### src/rtl/downsample_controller.sv
// Block-scan sequencer: reads the SRC_DIM x SRC_DIM canvas in BLK x BLK blocks, feeds the external
// averager and writes its results in raster order. Define DOWNSAMPLE_ABORT_EN to add the abort input.
module downsample_controller #(
    parameter  int IMG_DIM = 28,
    parameter  int BLK     = 4,
    parameter  int RES     = 8,
    localparam int SRC_DIM = IMG_DIM * BLK,
    localparam int SA_W    = $clog2(SRC_DIM * SRC_DIM / BLK),
    localparam int DA_W    = $clog2(IMG_DIM * IMG_DIM),
    localparam int C_W     = $clog2(IMG_DIM),
    localparam int K_W     = $clog2(BLK) + 1
) (
    input  logic               clk,
    input  logic               reset,
`ifdef DOWNSAMPLE_ABORT_EN
    input  logic               abort,
`endif
    input  logic               start,
    output logic               busy,
    output logic               done,
    output logic               src_rd_en,
    output logic [SA_W-1:0]    src_addr,
    input  logic [BLK-1:0]     src_rd_data,
    output logic [BLK*BLK-1:0] avg_pixels,
    input  logic [RES-1:0]     avg_out,
    output logic               dst_we,
    output logic [DA_W-1:0]    dst_addr,
    output logic [RES-1:0]     dst_data
);

    // state | meaning
    // IDLE  | waiting for start
    // RD    | issuing source read for block row k
    // CAP   | capturing last block row, no read
    // AVG   | pixel vector stable for the averager
    // WR    | writing averager result to destination
    // FIN   | one-cycle done pulse
    typedef enum logic [2:0] {S_IDLE, S_RD, S_CAP, S_AVG, S_WR, S_FIN} state_t;

    state_t         state;
    logic [C_W-1:0] by, bx;
    logic [K_W-1:0] k;

    logic           abort_req;
    logic           last_col, last_blk;
    logic [C_W-1:0] nbx, nby;
    logic [SA_W-1:0] blk_base;
    logic           cap_en;
    logic [K_W-1:0] cap_row;

`ifdef DOWNSAMPLE_ABORT_EN
    assign abort_req = abort;
`else
    assign abort_req = 1'b0;
`endif

    assign last_col = (bx == C_W'(IMG_DIM - 1));
    assign last_blk = last_col && (by == C_W'(IMG_DIM - 1));
    assign nbx      = last_col ? '0 : bx + C_W'(1);
    assign nby      = last_col ? by + C_W'(1) : by;
    assign blk_base = SA_W'(nby) * SA_W'(BLK * IMG_DIM) + SA_W'(nbx);

    // read data trails the strobe by one cycle, so row k-1 lands while row k is requested
    assign cap_en  = ((state == S_RD) && (k != '0)) || (state == S_CAP);
    assign cap_row = (state == S_CAP) ? K_W'(BLK - 1) : k - K_W'(1);

    assign dst_data = dst_we ? avg_out : '0;

    always_ff @(posedge clk or posedge reset) begin
        if (reset) begin
            state      <= S_IDLE;
            by         <= '0;
            bx         <= '0;
            k          <= '0;
            busy       <= 1'b0;
            done       <= 1'b0;
            src_rd_en  <= 1'b0;
            src_addr   <= '0;
            avg_pixels <= '0;
            dst_we     <= 1'b0;
            dst_addr   <= '0;
        end else if (abort_req && (state != S_IDLE)) begin
            state     <= S_IDLE;
            by        <= '0;
            bx        <= '0;
            k         <= '0;
            busy      <= 1'b0;
            done      <= 1'b0;
            src_rd_en <= 1'b0;
            dst_we    <= 1'b0;
        end else begin
            if (cap_en) begin
                avg_pixels[int'(cap_row) * BLK +: BLK] <= src_rd_data;
            end
            case (state)
                S_IDLE: begin
                    done <= 1'b0;
                    if (start) begin
                        state     <= S_RD;
                        by        <= '0;
                        bx        <= '0;
                        k         <= '0;
                        busy      <= 1'b1;
                        src_rd_en <= 1'b1;
                        src_addr  <= '0;
                    end
                end
                S_RD: begin
                    if (k == K_W'(BLK - 1)) begin
                        state     <= S_CAP;
                        src_rd_en <= 1'b0;
                    end else begin
                        k        <= k + K_W'(1);
                        src_addr <= src_addr + SA_W'(IMG_DIM);
                    end
                end
                S_CAP: begin
                    state <= S_AVG;
                end
                S_AVG: begin
                    state    <= S_WR;
                    dst_we   <= 1'b1;
                    dst_addr <= DA_W'(by) * DA_W'(IMG_DIM) + DA_W'(bx);
                end
                S_WR: begin
                    dst_we <= 1'b0;
                    if (last_blk) begin
                        state <= S_FIN;
                        busy  <= 1'b0;
                        done  <= 1'b1;
                        by    <= '0;
                        bx    <= '0;
                    end else begin
                        state     <= S_RD;
                        bx        <= nbx;
                        by        <= nby;
                        k         <= '0;
                        src_rd_en <= 1'b1;
                        src_addr  <= blk_base;
                    end
                end
                S_FIN: begin
                    done  <= 1'b0;
                    state <= S_IDLE;
                end
                default: begin
                    state <= S_IDLE;
                end
            endcase
        end
    end

endmodule

### config.mk
export PLATFORM = sky130hd
export DESIGN_NAME = downsample_controller
export DESIGN_NICKNAME = d
export VERILOG_FILES = /design/src/rtl/downsample_controller.sv
export SDC_FILE = /design/constraint.sdc
export NUM_CORES = 1
export LEC_CHECK = 0
export CORE_MARGIN = 5
export CORE_UTILIZATION = 50
export DETAILED_ROUTE_END_ITERATION = 8
export PLACE_DENSITY = 0.81
export SYNTH_ARGS = -nofsm -noshare
export SYNTH_HDL_FRONTEND = slang
export SYNTH_SLANG_ARGS = --single-unit
export TNS_END_PERCENT = 1
### constraint.sdc
create_clock -name clk -period 5.26 [get_ports clk]
set_clock_uncertainty 0.05 [all_clocks]
set_input_delay 1.315 -clock clk [delete_from_list [all_inputs] [get_ports clk]]
set_output_delay 1.315 -clock clk [all_outputs]
set_load 0.03 [all_outputs]
==> out/metrics.yaml, run 1 <==
place.gp.congestion: 0.819
placementRows: 31
crit_fanout: 1
synth_cell_types: 55
syn_inst: 380
setup_tns_ns: 0
synthTopCellsByCount: "58 x dfrtp_1, 34 x ha_1, 30 x nand2_1, 27 x nor2_1, 25 x o21ai_0"
p_leak_uw: 0.00215
critPathTopFamily: "buffers and inverters"
hold_class: "reg2reg"
avgRoutedWirePerCell_microns: 15.2
synthMostInstantiatedCell: "dfrtp_1"
rsz0062_at_grt: "false"
critPathBufInv: 2
postCtsSetupBuffers: 0
ir_worst_vdd_mv: 0.134
cts_tree: "yes"
final_core_util_pct: 64.1
p_per_area_nw_per_um2: 187
seq_area_frac_synth_pct: 38.2
cts_htree_levels: 3
grt_start_max_net_pins: 31
grt-ovfl-total: 0
clkTransAtPathRegs_ns: 0.06
min_period_over_period_pct: 74.5
vias: 3045
clockBufferDepth: 2
start_util_pct: 51.8
cts.hold.buffers_added: 0
grt_pass1_vias: 3060
worst_path_most_repeated_cell: "clkdlybuf4s50_1"
drv_cap: 0
wl_microns: 8400
synth_area_sq_um: 3790
core_area_sq_um: 7330
synth_top_area_share_pct: 38.2
die_area_sq_um: 9430
clockRootBuffer: "clkbuf_8"
critPathSlowestCell: "clkdlybuf4s50_1"
final_nets: 504
routed_via_density: 5.53
route.detailed.drc: 0
critPathRequiredTime_ns: 3.89
hpwl_microns: 6320
cts_inserted_buffers: 9
die_h_microns: 97.1
crit_arrival_ns: 2.56
drt-pass1-iter-count: 4
antennaDiodeCount: 0
hold_viol_final: 0
yosysTopAreaCell: "dfrtp_1"
antenna_found_initial: 0
die_w_microns: 97.1
setup_violations: 0
worst_pin_slew_ns: 0.817
synth_edf_count: 0
ios: 65
postRouteAntennaNets: 0
syn-num-nets: 437
post_route_cells_drive_above_1_share_pct: 10.2
critical_path.max_stage_delay_ns: 0.67
grt_use_total_pct: 18.7
start_kind: "input port"
area_delta_synth_final_pct: 23.9
ys_top_cells_by_area: "dfrtp_1 38%, ha_1 11%, mux2_2 5.6%"
slew_viol_final: 0
clock_sinks: 58
clock_latency_ns: 0.35
status: "finished, final reports clean"
fmax_mhz: 255
yosys_warnings: 0
grt_pass1_wl_microns: 14700
path_cells: "clkdlybuf4s50_1 -> and2_1 -> clkdlybuf4s50_1"
ys_ff_latch: 58
ys_async_sr_fraction_pct: 100
fillers: 581
post_cts_resized: 0
min_period_ns: 3.92
yosys_most_used_dff: "dfrtp_1"
max-slew-margin-rel_pct: 45.3
syn_area_per_cell_sq_um: 9.99
drtIter0Drc: 157
crit_path_end_kind: "output pin"
port_buffers: 64
path_class: "in2out"
-- report_power, final --
group          total [uW]  switching (uW)  internal (uW)
Combinational        56.1            30.8           25.3
Sequential            456            3.65            453
Clock                 369             186            183
Total                 881             220            661
-- tightest hold or removal path: cells and delay by family, from the launching register on --
| family | cells | cell delay, ns |
|---|---|---|
| flip-flops | 1 | 0.35 |
| AO/OA/AOI/OAI | 1 | 0.06 |
| AND/OR/NAND/NOR | 1 | 0.05 |
-- flip-flops by register name, indices dropped and copies added, names as in the netlist --
signal and count:
by 5, avg_pixels 16, bx 5, dst_addr 10, state 3, k 3, dst_we 1, busy 1
src_rd_en 1, src_addr 12, done 1
-- layout make-up --
class                           instances  area, sq um  share of cell area [%]
Inverter                               23         86.3                    1.84
Clock inverter                          6         42.5                   0.905
Clock buffer                           10          138                    2.93
Tap cell                               99          124                    2.63
Multi-Input combinational cell        290         2210                    47.0
Sequential cell                        58         1450                    30.9
Timing Repair Buffer                   65          648                    13.8
-- cells in the final DEF (no fill, tap or decap), types with 11 or more instances in the layout --
master	count
clkdlybuf4s50_1	64
dfrtp_1	58
ha_1	34
nand2_1	30
nor2_1	27
o21ai_0	25
inv_1	22
mux2_2	19
a21oi_1	18
xnor2_1	12
xor2_1	11
-- worst paths after layout --
kind                             start             to  slack [ns]  depth (start not counted)
min in group asynchronous        reset  avg_pixels[5]        1.31                          2
setup reg to reg                 bx[0]    src_addr[9]        1.37                         12
max in group asynchronous        reset      src_rd_en        3.01                          3
setup / recovery            avg_out[5]    dst_data[5]        1.34                          3
hold / removal             dst_addr[5]    dst_addr[5]        0.44                          2
hold reg to reg            dst_addr[5]    dst_addr[5]        0.44                          2
-- per-stage QoR --
step | power (uW) | std cells | area [sq um] | hold slack (ns) | setup slack, ns
2_1_floorplan | 490 | 380 | 3790 | 0.442 | 1.67
3_3_place_gp | 520 | 535 | 4520 | 0.414 | 1.34
3_5_place_dp | 522 | 535 | 4520 | 0.430 | 1.34
4_1_cts | 889 | 551 | 4700 | 0.444 | 1.34
5_1_grt | 913 | 551 | 4700 | 0.470 | 1.12
6_report | 881 | 551 | 4700 | 0.437 | 1.34
-- metal layers --
layer  track usage [%]  wire [microns]
met1              24.3            3890
met5                 0               0
met3              3.80             429
met4              7.99             138
met2              30.3            3940
-- kinds of logic after synthesis --
group | synth area share [%]
adders and majority gates | 15.4
and+or+nand+nor | 16.3
AOI/OAI and AO/OA | 13.8
DFF | 38.2
buffers and inverters | 3.46
muxes | 6.96
xor gates and xnor gates | 5.74
No activity file was read; power rests on OpenSTA's default activity.
==> run 2: changes to the inputs <==
- CORE_UTILIZATION: 50 -> 49
- PLACE_DENSITY: 0.81 -> 0.83
- clock period: 5.26 -> 3.55 ns (I/O delays scaled with it)
==> run 2 against run 1 <==
  * Worst setup slack got worse by 1.2 ns
  * Non-clock buffer count grew 18
  * Design area up 6.5%
  * Critical path depth increased by 11
  * Sequential power grew 48%
  * Power is 74% higher
  * Worst hold slack worse by 0.0053 ns
  * First-iteration DRC count increased by 24%
  * Combinational power grew 51%
  * Sequential cell count unchanged
  * Largest cell class unchanged
==> out/metrics.yaml, run 2 (same netlist as run 1, synthesis figures left out) <==
die_h_microns: 98.0  # +0.91%
clkTransAtPathRegs_ns: 0.07  # about the same
grt_use_total_pct: 18.9  # +0.19 points
hold_class: "reg2reg"
final_common_cell: "clkdlybuf4s50_1"
grt_use_met3_pct: 4.36  # +0.55 points
drtIter0Drc: 195  # +24%
clock_sinks: 58  # unchanged
cts_inserted_buffers: 9  # unchanged
start_util_pct: 49.6  # -2.1 points
worst_slack_ns: 0.106  # -1.23 ns
clock_latency_ns: 0.34  # about the same
multiInputGateArea_sq_um: 2290  # +3.7%
grt-ovfl-total: 0  # unchanged
min_period_over_period_pct: 97.0
min_period_ns: 3.44
cts_tree: "yes"
setup_tns_ns: 0  # unchanged
antenna_found_initial: 0  # unchanged
hold_viol_final: 0  # unchanged
clockRootBuffer: "clkbuf_8"
routed_via_density: 5.56  # +0.60%
post_route_cells_drive_above_1_share_pct: 16.8  # +6.6 points
path_class: "reg2reg"
grt_pass1_wl_microns: 14900  # +1.7%
largest_register_ff_count: 16  # unchanged
grt_busiest_layer: "met2"
route.detailed.drc: 0  # unchanged
cts.hold.buffers_added: 0  # unchanged
ios: 65  # unchanged
ir_worst_vdd_mv: 0.159  # +18%
final_nets: 522  # +3.6%
pre_cts_slack_ns: 0.0715  # -1.27 ns
core_area_sq_um: 7650  # +4.3%
crit_path_end_kind: "register"
reg_top3: "avg_pixels (16), src_addr (12), dst_addr (10)"
hpwl_microns: 6490  # +2.6%
area_delta_synth_final_pct: 32.0
crit_arrival_ns: 3.59  # +1.03 ns
wl_microns: 9000  # +7.1%
status: "finished, final reports clean"
grt_start_max_net_pins: 33  # +6.5%
antennaDiodeCount: 0  # unchanged
grt_pass1_vias: 3114  # +1.8%
worst_pin_slew_ns: 0.815  # -0.00194 ns
die_w_microns: 98.0  # +0.91%
fmax_mhz: 290
die_area_sq_um: 9600  # +1.8%
final_core_util_pct: 65.5  # +1.4 points
crit_fanout: 4  # +3
placementRows: 32  # +3.2%
vias: 3180  # +4.4%
cts_htree_levels: 3  # unchanged
drv_cap: 0  # unchanged
postRouteAntennaNets: 0  # unchanged
top_register: "avg_pixels"
p_per_area_nw_per_um2: 306  # +63%
final_area_sq_um: 5010  # +6.5%
hold-worst-slack_ns: 0.431  # -0.00534 ns
clockBufferDepth: 2  # unchanged
start_kind: "register"
p_leak_uw: 0.00228  # +6.2%
avgRoutedWirePerCell_microns: 15.7  # +3.2%
place.gp.congestion: 0.857  # +4.7%
setup_violations: 0  # unchanged
place_area_sq_um: 4640  # +2.7%
fillers: 570  # -1.9%
critPathRequiredTime_ns: 3.69  # -0.20 ns
max-slew-margin-rel_pct: 45.6  # +0.37 points
slew_viol_final: 0  # unchanged
grtUsageMet1_pct: 23.0  # -1.3 points
final_cell_mix: "64 x clkdlybuf4s50_1, 57 x dfrtp_1, 32 x ha_1"
ff_latch_area_sq_um: 1450  # about the same
port_buffers: 64  # unchanged
grt_use_met2_pct: 32.1  # +1.9 points
drt-pass1-iter-count: 4  # unchanged
run 2: repair_timing:
action / CTS / global route
endpoints found under the setup margin: 0 / 4
buffers inserted: 0 / 5
gates resized for setup: 0 / 17
hold endpoints to repair: 0 / 0
run 2: layout make-up:
type / count / share of cell area [%]
clock buffers: 11 / 3.02
clock inverters: 5 / 2.00
inverters: 23 / 1.72
multi-input cells: 290 / 45.8
flip-flops and latches: 58 / 29.0
well taps: 102 / 2.55
repair buffers: 83 / 15.9
run 2: stage by stage:
stage / cells / total power, uW
4_1_cts: 567 / 1540
6_report: 572 / 1530
3_5_place_dp: 551 / 774
5_1_grt: 572 / 1580
2_1_floorplan: 380 / 727
3_3_place_gp: 551 / 772
run 2: final timing paths:
| path | from | to | slack [ns] | cells past startpoint |
|---|---|---|---|---|
| hold / removal | busy | busy | 0.43 | 1 |
| setup reg to reg | bx[0] | src_addr[10] | 0.11 | 14 |
| setup / recovery | bx[0] | src_addr[10] | 0.11 | 14 |
| max in group asynchronous | reset | bx[0] | 1.98 | 3 |
| hold reg to reg | busy | busy | 0.43 | 1 |
| min in group asynchronous | reset | dst_addr[1] | 0.88 | 2 |
run 2: where the power goes:
group | leakage, uW | internal, uW | switching (uW)
logic | 0.00148 | 39.1 | 45.7
registers | 0.000668 | 671 | 5.08
clock network | 0.000129 | 502 | 271
total | 0.00228 | 1210 | 322
run 2: critical path, stage by stage (launching register included):
cell      delay (ns)
dfrtp_2         0.43
ha_1            0.22
and4b_2         0.24
and2_4          0.18
xnor2_2         0.13
buf_4           0.16
xnor2_1         0.12
ha_1            0.19
o21bai_1        0.20
ha_4            0.25
or2_2           0.30
and3_2          0.26
nor4b_4         0.30
xnor2_1         0.16
o211ai_1        0.10
run 2: routing by layer:
metal,vias to the layer above,routed length [microns]
met1,1548,3770
met2,103,4460
met3,13,600
met4,0,163
li1,1516,-
met5,-,0
==> run 3: changes to the inputs <==
- RECOVER_POWER: not set -> 50
==> run 3 against run 2 <==
  * Non-clock buffer count unchanged
  * Sequential cell count unchanged
  * First-iteration DRC count decreased by 5.1%
  * Via count about the same
  * Sequential share of layout area increased by 0.12 points
  * Global-route usage unchanged
  * Sequential power about the same
  * Cell count unchanged
  * Worst setup slack got worse by 0.0011 ns
  * Critical path depth unchanged
==> out/metrics.yaml, run 3 (same netlist as run 1, synthesis figures left out) <==
clkTransAtPathRegs_ns: 0.07  # about the same
hold_viol_final: 0  # unchanged
largest_register_ff_count: 16  # unchanged
clockRootBuffer: "clkbuf_8"
grt_use_total_pct: 18.9  # unchanged
grt-ovfl-total: 0  # unchanged
die_h_microns: 98.0  # unchanged
area_delta_synth_final_pct: 31.4
routed_via_density: 5.56  # about the same
clock_sinks: 58  # unchanged
cts_htree_levels: 3  # unchanged
drtIter0Drc: 185  # -5.1%
postRouteAntennaNets: 0  # unchanged
port_buffers: 64  # unchanged
setup_violations: 0  # unchanged
grt_pass1_vias: 3114  # unchanged
hold_class: "reg2reg"
final_area_sq_um: 4990  # -0.42%
crit_path_start: "bx[0]"
crit_path_end_kind: "register"
clock_latency_ns: 0.34  # about the same
wl_microns: 8960  # -0.43%
avgRoutedWirePerCell_microns: 15.7  # -0.43%
grt_use_met3_pct: 4.36  # unchanged
hpwl_microns: 6490  # unchanged
clockBufferDepth: 2  # unchanged
vias: 3181  # +0.031%
power.internal_uw: 1210  # -0.23%
grt_pass1_wl_microns: 14900  # unchanged
ir_worst_vdd_mv: 0.160  # +1.0%
grt_start_max_net_pins: 33  # unchanged
critPathRequiredTime_ns: 3.69  # about the same
final_cell_mix: "60 x clkdlybuf4s50_1, 57 x dfrtp_1, 32 x ha_1"
status: "finished, final reports clean"
die_w_microns: 98.0  # unchanged
antenna_found_initial: 0  # unchanged
r2r_cells: 14  # unchanged
worst_pin_slew_ns: 0.977  # +0.161 ns
start_util_pct: 49.6  # unchanged
post_route_cells_drive_above_1_share_pct: 16.4  # -0.43 points
reg2reg_from: "bx[0]"
start_kind: "register"
power.share.clock_pct: 50.5  # about the same
placementRows: 32  # unchanged
min_period_ns: 3.45  # +0.00107 ns
path_class: "reg2reg"
grtUsageMet1_pct: 23.0  # unchanged
grt_use_met2_pct: 32.1  # unchanged
cts_tree: "yes"
switching_share_pct: 20.9  # -0.046 points
final_nets: 522  # unchanged
switchingPower_uw: 320  # -0.51%
p_per_area_nw_per_um2: 307  # +0.13%
ios: 65  # unchanged
p_seq_share_pct: 44.2  # about the same
fmax_mhz: 290  # about the same
slew_viol_final: 0  # unchanged
pre_cts_slack_ns: 0.0715  # unchanged
crit_arrival_ns: 3.59  # about the same
place.gp.congestion: 0.857  # unchanged
drt-pass1-iter-count: 4  # unchanged
max-slew-margin-rel_pct: 34.8  # -11 points
r2r_setup_slack_ns: 0.10  # about the same
combPwrFrac_pct: 5.3  # -0.2 points
grt_busiest_layer: "met2"
final_common_cell: "clkdlybuf4s50_1"
power.total_uw: 1530  # -0.29%
fillers: 573  # +0.53%
worst_slack_ns: 0.104  # -0.00107 ns
die_area_sq_um: 9600  # unchanged
min_period_over_period_pct: 97.1  # about the same
core_area_sq_um: 7650  # unchanged
setup_tns_ns: 0  # unchanged
crit_fanout: 4  # unchanged
r2r_end: "src_addr[10]"
p_leak_uw: 0.00227  # -0.21%
top_register: "avg_pixels"
cts_inserted_buffers: 9  # unchanged
antennaDiodeCount: 0  # unchanged
drv_cap: 0  # unchanged
cp-endpoint: "src_addr[10]"
route.detailed.drc: 0  # unchanged
place_area_sq_um: 4640  # unchanged
reg_top3: "avg_pixels (16), src_addr (12), dst_addr (10)"
==> run 3: cell type report <==
cell class,instances,area [sq um],share of cell area (%)
inverter,23,86.3,1.73
sequential,58,1450,29.1
tap,102,128,2.56
multi-input combinational,290,2290,45.9
timing repair buffer,83,781,15.7
clock buffer,11,151,3.04
clock inverter,5,100,2.01
==> run 3: worst min path at each step <==
stage / start / to / slack [ns] / cells past startpoint
2_1_floorplan: k[1] / k[1] / 0.44 / 1
3_5_place_dp: busy / busy / 0.42 / 1
5_1_grt: busy / busy / 0.45 / 1
6_report: busy / busy / 0.43 / 1
4_1_cts: busy / busy / 0.43 / 1
3_3_place_gp: dst_addr[9] / dst_addr[9] / 0.41 / 2
==> run 3: power by group through the flow <==
| stage | clock [uW] | sequential [uW] | combinational (uW) |
|---|---|---|---|
| 2_1_floorplan | 0 | 708 | 18.9 |
| 3_3_place_gp | 0 | 688 | 84.1 |
| 3_5_place_dp | 0 | 688 | 85.7 |
| 4_1_cts | 778 | 676 | 86.3 |
| 5_1_grt | 809 | 676 | 87.5 |
| 6_report | 772 | 676 | 81.5 |
==> run 3: through the flow <==
stage / hold slack (ns) / util, % / instances
global route: 0.451 / 65.2 / 572
global placement: 0.415 / 60.7 / 551
floorplan: 0.442 / - / 380
CTS: 0.435 / 64.0 / 567
detailed placement: 0.420 / 60.7 / 551
finish: 0.431 / 65.2 / 572
==> run 3: layer usage <==
layer	vias up	part of all wire, %
met2	104	50
li1	1515	-
met4	0	2.2
met5	-	0
met1	1545	42
met3	17	5.9
==> run 3: what timing repair did <==
item / CTS / global route
gates resized for setup: 0 / 17
hold buffers: 0 / 0
buffers inserted: 0 / 5
hold endpoints to repair: 0 / 0
endpoints found under the setup margin: 0 / 4
==> run 3: worst max-delay path, cell delays in order (launching register included) <==
cell      delay, ns
dfrtp_2        0.43
ha_1           0.22
and4b_2        0.24
and2_4         0.18
xnor2_2        0.13
buf_4          0.16
xnor2_1        0.12
ha_1           0.19
o21bai_1       0.20
ha_4           0.25
or2_2          0.30
and3_2         0.26
nor4b_4        0.30
xnor2_1        0.16
o211ai_1       0.10
